### config.mk
export PLATFORM = sky130hd
export DESIGN_NAME = ibex_csr_req_driver
export DESIGN_NICKNAME = d
export VERILOG_FILES = /design/src/rtl/ibex_csr_req_driver.sv
export SDC_FILE = /design/constraint.sdc
export NUM_CORES = 1
export LEC_CHECK = 0
export BUFFER_PORTS_ARGS = -buffer_cell sky130_fd_sc_hd__buf_2
export CORE_MARGIN = 5
export CORE_UTILIZATION = 45
export CTS_CLUSTER_DIAMETER = 50
export DETAILED_ROUTE_END_ITERATION = 10
export HOLD_SLACK_MARGIN = 0.06
export PLACE_DENSITY = 0.7
export SLEW_MARGIN = 20
export SYNTH_ARGS = -nofsm -noshare
export SYNTH_HDL_FRONTEND = slang
export SYNTH_SLANG_ARGS = --single-unit
### constraint.sdc
create_clock -name clk_i -period 2.6 [get_ports clk_i]
set_input_delay 0 -clock clk_i [delete_from_list [all_inputs] [get_ports clk_i]]
set_output_delay 0 -clock clk_i [all_outputs]
set_load 0.005 [all_outputs]
### src/rtl/ibex_csr_req_driver.sv
`default_nettype none
// ============================================================================
// Module   : ibex_csr_req_driver
// Purpose  : Buffers CSR requests and issues one per cycle onto the
//            ibex_cs_registers access port; returns responses in order.
//            Optional statistics counters under IBEX_CSR_DRV_STATS_EN.
// Revision : 1.0
// ============================================================================
module ibex_csr_req_driver #(
    parameter int unsigned ReqDepth = 4,
    parameter int unsigned RspDepth = 4
) (
    input  logic        clk_i,
    input  logic        rst_ni,
    input  logic        req_valid_i,
    output logic        req_ready_o,
    input  logic [11:0] req_addr_i,
    input  logic [1:0]  req_op_i,
    input  logic [31:0] req_wdata_i,
    output logic        rsp_valid_o,
    input  logic        rsp_ready_i,
    output logic [11:0] rsp_addr_o,
    output logic [31:0] rsp_rdata_o,
    output logic        rsp_illegal_o,
    output logic        csr_access_o,
    output logic [11:0] csr_addr_o,
    output logic [31:0] csr_wdata_o,
    output logic [1:0]  csr_op_o,
    output logic        csr_op_en_o,
    input  logic [31:0] csr_rdata_i,
    input  logic        illegal_csr_insn_i,
    output logic [31:0] stat_issued_o,
    output logic [31:0] stat_illegal_o
);
    localparam int unsigned REQ_PW = $clog2(ReqDepth);
    localparam int unsigned RSP_PW = $clog2(RspDepth);
    localparam logic [REQ_PW:0] REQ_FULL = (REQ_PW+1)'(ReqDepth);
    localparam logic [RSP_PW:0] RSP_FULL = (RSP_PW+1)'(RspDepth);

    localparam logic [0:0] ST_IDLE  = 1'b0;
    localparam logic [0:0] ST_ISSUE = 1'b1;

    typedef struct packed {
        logic [11:0] addr;
        logic [1:0]  op;
        logic [31:0] wdata;
    } req_t;

    typedef struct packed {
        logic [11:0] addr;
        logic [31:0] rdata;
        logic        illegal;
    } rsp_t;

    req_t              req_mem_q [ReqDepth];
    logic [REQ_PW-1:0] req_wptr_q, req_rptr_q;
    logic [REQ_PW:0]   req_cnt_q;
    logic              req_push, req_pop;

    rsp_t              rsp_mem_q [RspDepth];
    logic [RSP_PW-1:0] rsp_wptr_q, rsp_rptr_q;
    logic [RSP_PW:0]   rsp_cnt_q;
    logic              rsp_push, rsp_pop;
    rsp_t              rsp_head;

    logic [0:0]        state_q, state_d;
    req_t              iss_req_q;
    logic              inflight;
    logic [RSP_PW:0]   credit_use;
    logic              issue_go;

    // ---------------- request FIFO ----------------
    assign req_ready_o = (req_cnt_q != REQ_FULL);
    assign req_push    = req_valid_i && req_ready_o;
    assign req_pop     = issue_go;

    always_ff @(posedge clk_i or negedge rst_ni) begin
        if (!rst_ni) begin
            req_wptr_q <= '0;
            req_rptr_q <= '0;
            req_cnt_q  <= '0;
        end else begin
            if (req_push) req_wptr_q <= req_wptr_q + REQ_PW'(1);
            if (req_pop)  req_rptr_q <= req_rptr_q + REQ_PW'(1);
            case ({req_push, req_pop})
                2'b10:   req_cnt_q <= req_cnt_q + (REQ_PW+1)'(1);
                2'b01:   req_cnt_q <= req_cnt_q - (REQ_PW+1)'(1);
                default: req_cnt_q <= req_cnt_q;
            endcase
        end
    end

    always_ff @(posedge clk_i) begin
        if (req_push) begin
            req_mem_q[req_wptr_q] <= '{addr: req_addr_i, op: req_op_i, wdata: req_wdata_i};
        end
    end

    // Credits use registered occupancy only: a same-cycle response pop frees nothing yet.
    assign inflight   = (state_q == ST_ISSUE);
    assign credit_use = rsp_cnt_q + (RSP_PW+1)'(inflight);
    assign issue_go   = (req_cnt_q != '0) && (credit_use < RSP_FULL);

    // ---------------- issue FSM ----------------
    always_ff @(posedge clk_i or negedge rst_ni) begin
        if (!rst_ni) begin
            state_q   <= ST_IDLE;
            iss_req_q <= '0;
        end else begin
            state_q <= state_d;
            if (issue_go) iss_req_q <= req_mem_q[req_rptr_q];
        end
    end

    always_comb begin
        state_d = ST_IDLE;
        if (issue_go) state_d = ST_ISSUE;
    end

    always_comb begin
        csr_access_o = 1'b0;
        csr_op_en_o  = 1'b0;
        csr_addr_o   = '0;
        csr_op_o     = '0;
        csr_wdata_o  = '0;
        if (state_q == ST_ISSUE) begin
            csr_access_o = 1'b1;
            csr_op_en_o  = 1'b1;
            csr_addr_o   = iss_req_q.addr;
            csr_op_o     = iss_req_q.op;
            csr_wdata_o  = iss_req_q.wdata;
        end
    end

    // ---------------- response FIFO ----------------
    assign rsp_push    = inflight;
    assign rsp_valid_o = (rsp_cnt_q != '0);
    assign rsp_pop     = rsp_valid_o && rsp_ready_i;

    always_ff @(posedge clk_i or negedge rst_ni) begin
        if (!rst_ni) begin
            rsp_wptr_q <= '0;
            rsp_rptr_q <= '0;
            rsp_cnt_q  <= '0;
        end else begin
            if (rsp_push) rsp_wptr_q <= rsp_wptr_q + RSP_PW'(1);
            if (rsp_pop)  rsp_rptr_q <= rsp_rptr_q + RSP_PW'(1);
            case ({rsp_push, rsp_pop})
                2'b10:   rsp_cnt_q <= rsp_cnt_q + (RSP_PW+1)'(1);
                2'b01:   rsp_cnt_q <= rsp_cnt_q - (RSP_PW+1)'(1);
                default: rsp_cnt_q <= rsp_cnt_q;
            endcase
        end
    end

    // rdata is combinational on the address in the register file, so this is the pre-write value.
    always_ff @(posedge clk_i) begin
        if (rsp_push) begin
            rsp_mem_q[rsp_wptr_q] <= '{addr: iss_req_q.addr, rdata: csr_rdata_i,
                                       illegal: illegal_csr_insn_i};
        end
    end

    assign rsp_head      = rsp_mem_q[rsp_rptr_q];
    assign rsp_addr_o    = rsp_valid_o ? rsp_head.addr    : '0;
    assign rsp_rdata_o   = rsp_valid_o ? rsp_head.rdata   : '0;
    assign rsp_illegal_o = rsp_valid_o ? rsp_head.illegal : 1'b0;

    // ---------------- statistics ----------------
`ifdef IBEX_CSR_DRV_STATS_EN
    logic [31:0] stat_issued_q, stat_illegal_q;

    always_ff @(posedge clk_i or negedge rst_ni) begin
        if (!rst_ni) begin
            stat_issued_q  <= '0;
            stat_illegal_q <= '0;
        end else begin
            if (inflight && (stat_issued_q != '1)) begin
                stat_issued_q <= stat_issued_q + 32'd1;
            end
            if (rsp_push && illegal_csr_insn_i && (stat_illegal_q != '1)) begin
                stat_illegal_q <= stat_illegal_q + 32'd1;
            end
        end
    end

    assign stat_issued_o  = stat_issued_q;
    assign stat_illegal_o = stat_illegal_q;
`else
    assign stat_issued_o  = '0;
    assign stat_illegal_o = '0;
`endif

endmodule
`default_nettype wire

==> out/qor.yml, run 1 <==
sta:
  rsz_0062_raised_after_global_routing: "no"
  clock-skew-final_ns: 0.0200
  setup_viol_count_final: 0
  tns_ns: 0
  max_clock_freq_mhz: 437
  period_share_pct: 88.0
  hold_slack_final_ns: 0.139
  post-route-min-period_ns: 2.29
  max_slew_margin_pct: 42.0
  finalHoldViolations: 0
  final-max-slew-violation-count: 0
  tightestPinTransition_ns: 0.870
layout:
  syn_to_final_growth_pct: 21.6
  final_core_utilization_pct: 55.6
  multi_input_comb_area_um2: 3870
  post_route_cells_drive_above_1_share_pct: 35.1
  design.final.nets: 1199
  filler_cell_count: 2804
  area.sequential_um2: 12500
  number_of_diodes: 0
  final_cell_count_no_fill: 1608
detailed_routing:
  drc_violation_count_after_routing: 0
  number_of_antenna_violating_nets_in_the_routed_design: 0
  drt-wirelength-per-cell_um: 20.7
  dr_total_vias: 8039
  drt-total-wl_mm: 33.2
  detailed_router_iteration_count_before_antenna_repair: 4
  vias_per_cell: 5.00
  drt-initial-drc-count: 470
floorplan:
  ios: 242
  dieHeight_um: 203
  fp.coreArea_um2: 36800
  chipWidth_um: 203
  num_rows: 70
  die_ar_um2: 41300
  floorplan.initialDensity_pct: 45.7
worst_setup_path:
  worst-endpoint-required_ns: 2.60
  worst-path-max-fanout: 12
  r2r_slack_ns: 0.46
  worst-setup-path-type: "flip-flop to output port"
  reg2reg_depth: 4
  critPathLaunchType: "flip-flop"
  worst_r2r_startpoint: "req_cnt_q[1]$_DFFE_PN0P_"
  timing.critical_path.arrival_ns: 2.29
  endpoint_kind: "output port"
  rr_endpoint: "iss_req_q[25]$_DFFE_PN0P_"
grt:
  pin_count_of_the_biggest_net_entering_global_routing: 62
  grt_pass1_wl_mm: 51.1
  globalRouteTotalUtil_pct: 15.9
  grt_pass1_vias: 8662
  antenna_found_initial: 1
  total_congestion_overflow_after_global_routing: 0
placed_design:
  dp_hpwl_mm: 19.5
  place.gp.congestion: 0.695
  portBuffers: 177
  placedCellCount: 1441
pwr:
  power.sequential.fraction_pct: 43.1
  clk_network_pwr_share_pct: 25.5
  total_leakage_power_nw: 7.49
  power_share_of_the_combinational_group_pct: 31.4
  total_switching_power_mw: 7.02
  netSwitchingFraction_pct: 28.9
  pwr_density_cell_nw_per_um2: 1190
  worst_ir_drop_vdd_mv: 0.793
  p_int_mw: 17.3
synthesis:
  syn_avg_cell_area_um2: 20.6
  synth_edf_count: 364
  syn-cell-area_um2: 16800
  synth-seq-cells: 425
  yosys_most_used_dff: "sky130_fd_sc_hd__edfxtp_1"
  synth_cell_type_count: 26
  async_set_or_reset_flop_fraction_in_the_synthesized_netlist_pct: 14.4
  seq_area_frac_synth_pct: 74.1
  postSynthCellCount: 815
  ys_warn_count: 0
status:
  run_status: "finished, final reports clean"
cts:
  cts_tree: "done"
  clock-sinks: 425
  clk_lat_worst_skew_ns: 0.55
  cts_resized: 0
  clk_root_buffer_cell: "sky130_fd_sc_hd__clkbuf_16"
  clock_pin_transition_on_the_worst_setup_and_hold_timing_paths_ns: 0.06
  htree_num_levels: 2
  tritoncts.num_buffers: 46
  clock_tree_buffer_depth: 3
flow_run:
  maxcap_viol_count: 0
min_path:
  timing.hold.worst.class: "input pin to asynchronous set/reset pin"
[flip-flops by register name, indices dropped and copies added (netlist names)]
name        cells
inflight        1
iss_req_q      46
req_cnt_q       3
req_mem_q     184
req_rptr_q      2
req_wptr_q      2
rsp_cnt_q       3
rsp_mem_q     180
rsp_rptr_q      2
rsp_wptr_q      2
[power by group through the flow]
stage	clock network (mW)	registers [mW]	logic, mW
2_1_floorplan	0	10.1	5.48
3_3_place_gp	0	10.6	7.50
3_5_place_dp	0	10.7	7.61
4_1_cts	6.35	10.6	7.75
5_1_grt	6.68	10.7	8.40
6_report	6.20	10.5	7.65
[logic make-up after synthesis]
logic type               after synthesis  share of synthesized area, %
flip-flops                           425                          74.1
multiplexers                         140                          15.7
AND/OR/NAND/NOR                      112                          4.08
buffers and inverters                111                          4.40
XOR/XNOR                              13                         0.722
adder cells (fa/ha/maj)               12                         0.982
other                                  1                        0.0223
AO/OA/AOI/OAI                          1                        0.0297
[cell usage in the layout (no fill, tap or decap), types with 2 or more instances in the layout]
master                            n
sky130_fd_sc_hd__nand2_1          3
sky130_fd_sc_hd__edfxtp_1       364
sky130_fd_sc_hd__mux2_1          16
sky130_fd_sc_hd__clkinv_2         4
sky130_fd_sc_hd__mux4_2          91
sky130_fd_sc_hd__or3_1            2
sky130_fd_sc_hd__clkbuf_1        18
sky130_fd_sc_hd__ha_1            10
sky130_fd_sc_hd__clkinv_1         2
sky130_fd_sc_hd__mux2_4          10
sky130_fd_sc_hd__dfrtp_2          3
sky130_fd_sc_hd__fa_1             2
sky130_fd_sc_hd__inv_1           10
sky130_fd_sc_hd__and2_1          93
sky130_fd_sc_hd__clkinvlp_4       4
sky130_fd_sc_hd__dfrtp_4          2
sky130_fd_sc_hd__buf_2          176
sky130_fd_sc_hd__bufinv_16        2
sky130_fd_sc_hd__buf_4            8
sky130_fd_sc_hd__xor2_1           5
sky130_fd_sc_hd__dlygate4sd3_1   82
sky130_fd_sc_hd__and2_2           4
sky130_fd_sc_hd__dfrtp_1         56
sky130_fd_sc_hd__buf_12          12
sky130_fd_sc_hd__xnor2_1          7
sky130_fd_sc_hd__and3_2           4
sky130_fd_sc_hd__nor2_1           3
sky130_fd_sc_hd__clkbuf_8         5
sky130_fd_sc_hd__mux2_2          22
sky130_fd_sc_hd__clkbuf_16       47
sky130_fd_sc_hd__conb_1          64
[layer usage]
metal / GRT usage, % / wire (µm)
met4: 3.73 / 558
met2: 27.4 / 17000
met1: 21.0 / 13700
met5: 0 / 11
met3: 3.50 / 2000
[cell usage after synthesis (all sizes together), types with 2 or more instances]
cell / number / area (µm²)
or3: 2 / 12.5
and3: 4 / 25.0
xor2: 6 / 60.1
edfxtp: 364 / 10900
mux2: 48 / 578
xnor2: 7 / 61.3
nor2: 3 / 11.3
clkbuf: 16 / 60.1
mux4: 91 / 2050
nand2: 4 / 15.0
and2: 97 / 607
fa: 2 / 40.0
ha: 10 / 125
dfrtp: 61 / 1530
buf: 85 / 643
nand3: 2 / 15.0
inv: 10 / 37.5
[worst max-delay path, cell delays in order (launching register included)]
cell and delay [ns]:
sky130_fd_sc_hd__dfrtp_4 0.60, sky130_fd_sc_hd__buf_4 0.28, sky130_fd_sc_hd__mux4_2 0.53, sky130_fd_sc_hd__and2_1 0.20
sky130_fd_sc_hd__buf_2 0.13
[per-stage QoR]
| step | area, µm² | worst slack (ns) | total power [mW] |
|---|---|---|---|
| global placement | 18100 | 0.513 | 18.1 |
| detailed placement | 18100 | 0.472 | 18.3 |
| finish | 20400 | 0.312 | 24.3 |
| floorplan | 17100 | 0.370 | 15.5 |
| global route | 20400 | 0.178 | 25.8 |
| CTS | 20400 | 0.0729 | 24.7 |
[final cells by class]
type | count | area share [%]
clock inverters | 14 | 0.673
clock buffers | 70 | 6.42
repair buffers | 279 | 9.93
multi-input cells | 342 | 18.9
flip-flops and latches | 425 | 61.0
well taps | 468 | 2.86
inverters | 10 | 0.184
[worst max-delay path by stage]
| stage | from | to | slack, ns |
|---|---|---|---|
| 3_5_place_dp | inflight$_DFF_PN0_ | iss_req_q[25]$_DFFE_PN0P_ | 0.47 |
| 4_1_cts | rsp_rptr_q[0]$_DFFE_PN0N_ | rsp_addr_o[9] | 0.07 |
| 2_1_floorplan | inflight$_DFF_PN0_ | rsp_mem_q[0][0]$_DFFE_PP_ | 0.37 |
| 6_report | rsp_rptr_q[0]$_DFFE_PN0N_ | rsp_addr_o[9] | 0.31 |
| 3_3_place_gp | req_cnt_q[1]$_DFFE_PN0P_ | iss_req_q[6]$_DFFE_PN0P_ | 0.51 |
| 5_1_grt | rsp_rptr_q[0]$_DFFE_PN0N_ | rsp_addr_o[9] | 0.18 |
[repair_timing]
action / in CTS / in global routing
setup endpoints to repair: 0 / 1
buffers inserted: 0 / 1
hold buffers: 82 / 0
hold endpoints to repair: 383 / 0
Note: power is estimated with default switching activity, not from simulation.
==> run 2: changes to the inputs <==
--- a/config.mk
+++ b/config.mk
@@ -6,12 +6,14 @@
 export NUM_CORES = 1
 export LEC_CHECK = 0
 export BUFFER_PORTS_ARGS = -buffer_cell sky130_fd_sc_hd__buf_2
+export CELL_PAD_IN_SITES_DETAIL_PLACEMENT = 0
+export CELL_PAD_IN_SITES_GLOBAL_PLACEMENT = 1
 export CORE_MARGIN = 5
 export CORE_UTILIZATION = 45
 export CTS_CLUSTER_DIAMETER = 50
 export DETAILED_ROUTE_END_ITERATION = 10
 export HOLD_SLACK_MARGIN = 0.06
-export PLACE_DENSITY = 0.7
+export PLACE_DENSITY = 0.79
 export SLEW_MARGIN = 20
 export SYNTH_ARGS = -nofsm -noshare
 export SYNTH_HDL_FRONTEND = slang
==> run 2 against run 1 <==
Worst setup slack got worse by 0.10 ns. Via count decreased by 0.49%. First-iteration DRC count decreased by 27%. Combinational power increased by 1%. Power decreased by 0.66%. Wire length decreased by 2.9%. Clock skew increased by 0.0023 ns. Clock power decreased by 1%. Utilization decreased by 0.068 points. Non-clock buffer count increased by 3. Worst hold slack got worse by 0.0079 ns. Highest routed layer is now met4.
==> out/qor.yml, run 2 (synthesized netlist as in run 1, its figures left out) <==
detailed_routing:
  detailed_router_iteration_count_before_antenna_repair: 4  # unchanged
  drt-wirelength-per-cell_um: 20.0  # -3.1%
  drc_violation_count_after_routing: 0  # unchanged
  drt-initial-drc-count: 343  # -27%
  dr_total_vias: 8000  # -0.49%
  drt-total-wl_mm: 32.3  # -2.9%
  number_of_antenna_violating_nets_in_the_routed_design: 0  # unchanged
  vias_per_cell: 4.96  # -0.73%
cts:
  tritoncts.num_buffers: 45  # -2.2%
  clock_pin_transition_on_the_worst_setup_and_hold_timing_paths_ns: 0.06  # about the same
  clock_tree_buffer_depth: 3  # unchanged
  htree_num_levels: 2  # unchanged
  post_cts_buffers: 0  # unchanged
  clock-sinks: 425  # unchanged
  clk_root_buffer_cell: "sky130_fd_sc_hd__clkbuf_16"
  cts_tree: "done"
  clk_lat_worst_skew_ns: 0.55  # about the same
layout:
  mostFrequentLayoutCell: "sky130_fd_sc_hd__edfxtp_1"
  largest_register_ffs: 184  # unchanged
  top_register: "req_mem_q"
  post_route_cells_drive_above_1_share_pct: 35.1  # about the same
  final_cell_count_no_fill: 1612  # +0.25%
  filler_cell_count: 2805  # +0.036%
  biggestRegsByFlops: "req_mem_q (184), rsp_mem_q (180), iss_req_q (46)"
  syn_to_final_growth_pct: 21.4
  most_frequent_cells_in_the_layout: "364 x sky130_fd_sc_hd__edfxtp_1, 176 x sky130_fd_sc_hd__buf_2, 93 x sky130_fd_sc_hd__and2_1"
  fin_area_um2: 20400  # -0.12%
  design.final.nets: 1201  # +0.17%
floorplan:
  num_rows: 70  # unchanged
  fp.coreArea_um2: 36800  # unchanged
  chipWidth_um: 203  # unchanged
  floorplan.initialDensity_pct: 45.7  # unchanged
  ios: 242  # unchanged
  dieHeight_um: 203  # unchanged
  die_ar_um2: 41300  # unchanged
sta:
  hold_slack_final_ns: 0.131  # -0.00788 ns
  period_share_pct: 91.9  # +3.9 points
  tns_ns: 0  # unchanged
  post-route-min-period_ns: 2.39  # +0.101 ns
  max_slew_margin_pct: 42.4  # +0.38 points
  clock-skew-final_ns: 0.0223  # +0.00227 ns
  final-max-slew-violation-count: 0  # unchanged
  final.setup.worst_slack_ns: 0.211  # -0.101 ns
  finalHoldViolations: 0  # unchanged
  rsz_0062_raised_after_global_routing: "no"
  tightestPinTransition_ns: 0.865  # -0.00575 ns
  setup_viol_count_final: 0  # unchanged
  max_clock_freq_mhz: 419  # -4.2%
pwr:
  total_leakage_power_nw: 7.50  # +0.11%
  power_share_of_the_combinational_group_pct: 32.0  # +0.6 points
  power.sequential.fraction_pct: 42.7  # -0.4 points
  worst_ir_drop_vdd_mv: 0.764  # -3.6%
  netSwitchingFraction_pct: 28.9  # +0.030 points
  pwr_density_cell_nw_per_um2: 1180  # -0.54%
  total_switching_power_mw: 6.98  # -0.55%
  clk_network_pwr_share_pct: 25.3  # -0.2 points
  p_int_mw: 17.2  # -0.70%
worst_setup_path:
  critPathLaunchType: "flip-flop"
  worst_r2r_startpoint: "req_cnt_q[1]$_DFFE_PN0P_"
  worst-endpoint-required_ns: 2.60  # about the same
  reg2reg_depth: 4  # unchanged
  path_cells: "buf_4 -> mux4_2 -> and2_1 -> buf_2"
  worst_path_dominant_cell_family: "flip-flops"
  timing.critical_path.arrival_ns: 2.39  # +0.10 ns
  cp_launch_point: "rsp_rptr_q[0]$_DFFE_PN0N_"
  timing.critical_path.slowest_cell_delay_ns: 0.69  # +0.09 ns
  endpoint_kind: "output port"
  crit_buf_inv: 2  # unchanged
  timing.critical_path.slowest_stage_cell: "sky130_fd_sc_hd__dfrtp_4"
  worstSetupPathDepth: 4  # unchanged
  worst-setup-path-type: "flip-flop to output port"
  worst-path-max-fanout: 20  # +8
placed_design:
  dp_hpwl_mm: 19.7  # +1.2%
  placed_cell_area_um2: 18200  # +0.17%
  portBuffers: 177  # unchanged
  placedCellCount: 1445  # +0.28%
  dp_worst_setup_slack_ns: 0.479  # +0.00736 ns
  place.gp.congestion: 0.692  # -0.39%
grt:
  total_congestion_overflow_after_global_routing: 0  # unchanged
  globalRouteTotalUtil_pct: 15.5  # -0.48 points
  grt_pass1_vias: 8616  # -0.53%
  global_route.usage.met3_pct: 3.32  # -0.17 points
  use_met1_pct: 20.2  # -0.79 points
  pin_count_of_the_biggest_net_entering_global_routing: 62  # unchanged
  grt_pass1_wl_mm: 49.8  # -2.4%
  grt-busiest-layer: "met2"
  grt_use_met2_pct: 26.6  # -0.81 points
  antenna_found_initial: 2  # +1
flow_run:
  maxcap_viol_count: 0  # unchanged
status:
  run_status: "finished, final reports clean"
min_path:
  timing.hold.worst.class: "input pin to asynchronous set/reset pin"
[run 2: worst paths after layout]
path	slack (ns)	endpoint
min	0.13	iss_req_q[0]$_DFFE_PN0P_
min in group clk_i	0.20	rsp_mem_q[0][29]$_DFFE_PP_
max in group asynchronous	1.83	req_rptr_q[0]$_DFFE_PN0P_
min reg2reg	0.49	iss_req_q[10]$_DFFE_PN0P_
max reg2reg	0.49	iss_req_q[21]$_DFFE_PN0P_
max	0.21	rsp_addr_o[3]
[run 2: per-layer routing]
metal | share of wire (%) | vias up
met5 | 0 | -
met4 | 1.9 | 0
met3 | 6.0 | 52
met2 | 51 | 211
met1 | 41 | 4115
li1 | - | 3622
[run 2: area by class of cell]
class	instances	area, µm²	area share [%]
Multi-Input combinational cell	342	3870	19.0
Sequential cell	425	12500	61.1
Antenna cell	2	5.00	0.0245
Clock inverter	20	204	0.999
Tap cell	468	586	2.87
Timing Repair Buffer	282	2030	9.95
Inverter	10	37.5	0.184
Clock buffer	63	1210	5.94
[run 2: power groups by stage]
stage / logic [mW] / registers (mW) / clock network [mW]
floorplan: 5.48 / 10.1 / 0
global placement: 7.73 / 10.4 / 0
detailed placement: 7.84 / 10.5 / 0
CTS: 7.96 / 10.4 / 6.29
global route: 8.46 / 10.5 / 6.59
finish: 7.73 / 10.3 / 6.12
[run 2: metrics by stage]
step	total power, mW	utilization, %
after CTS	24.6	55.5
after floorplan	15.5	-
after global routing	25.6	55.5
after global placement	18.1	49.4
final	24.2	55.5
after detailed placement	18.3	49.4
[run 2: timing repair]
item / 4_1_cts / 5_1_grt
hold buffers: 82 / 0
resized for setup: 0 / 0
hold endpoints to repair: 393 / 0
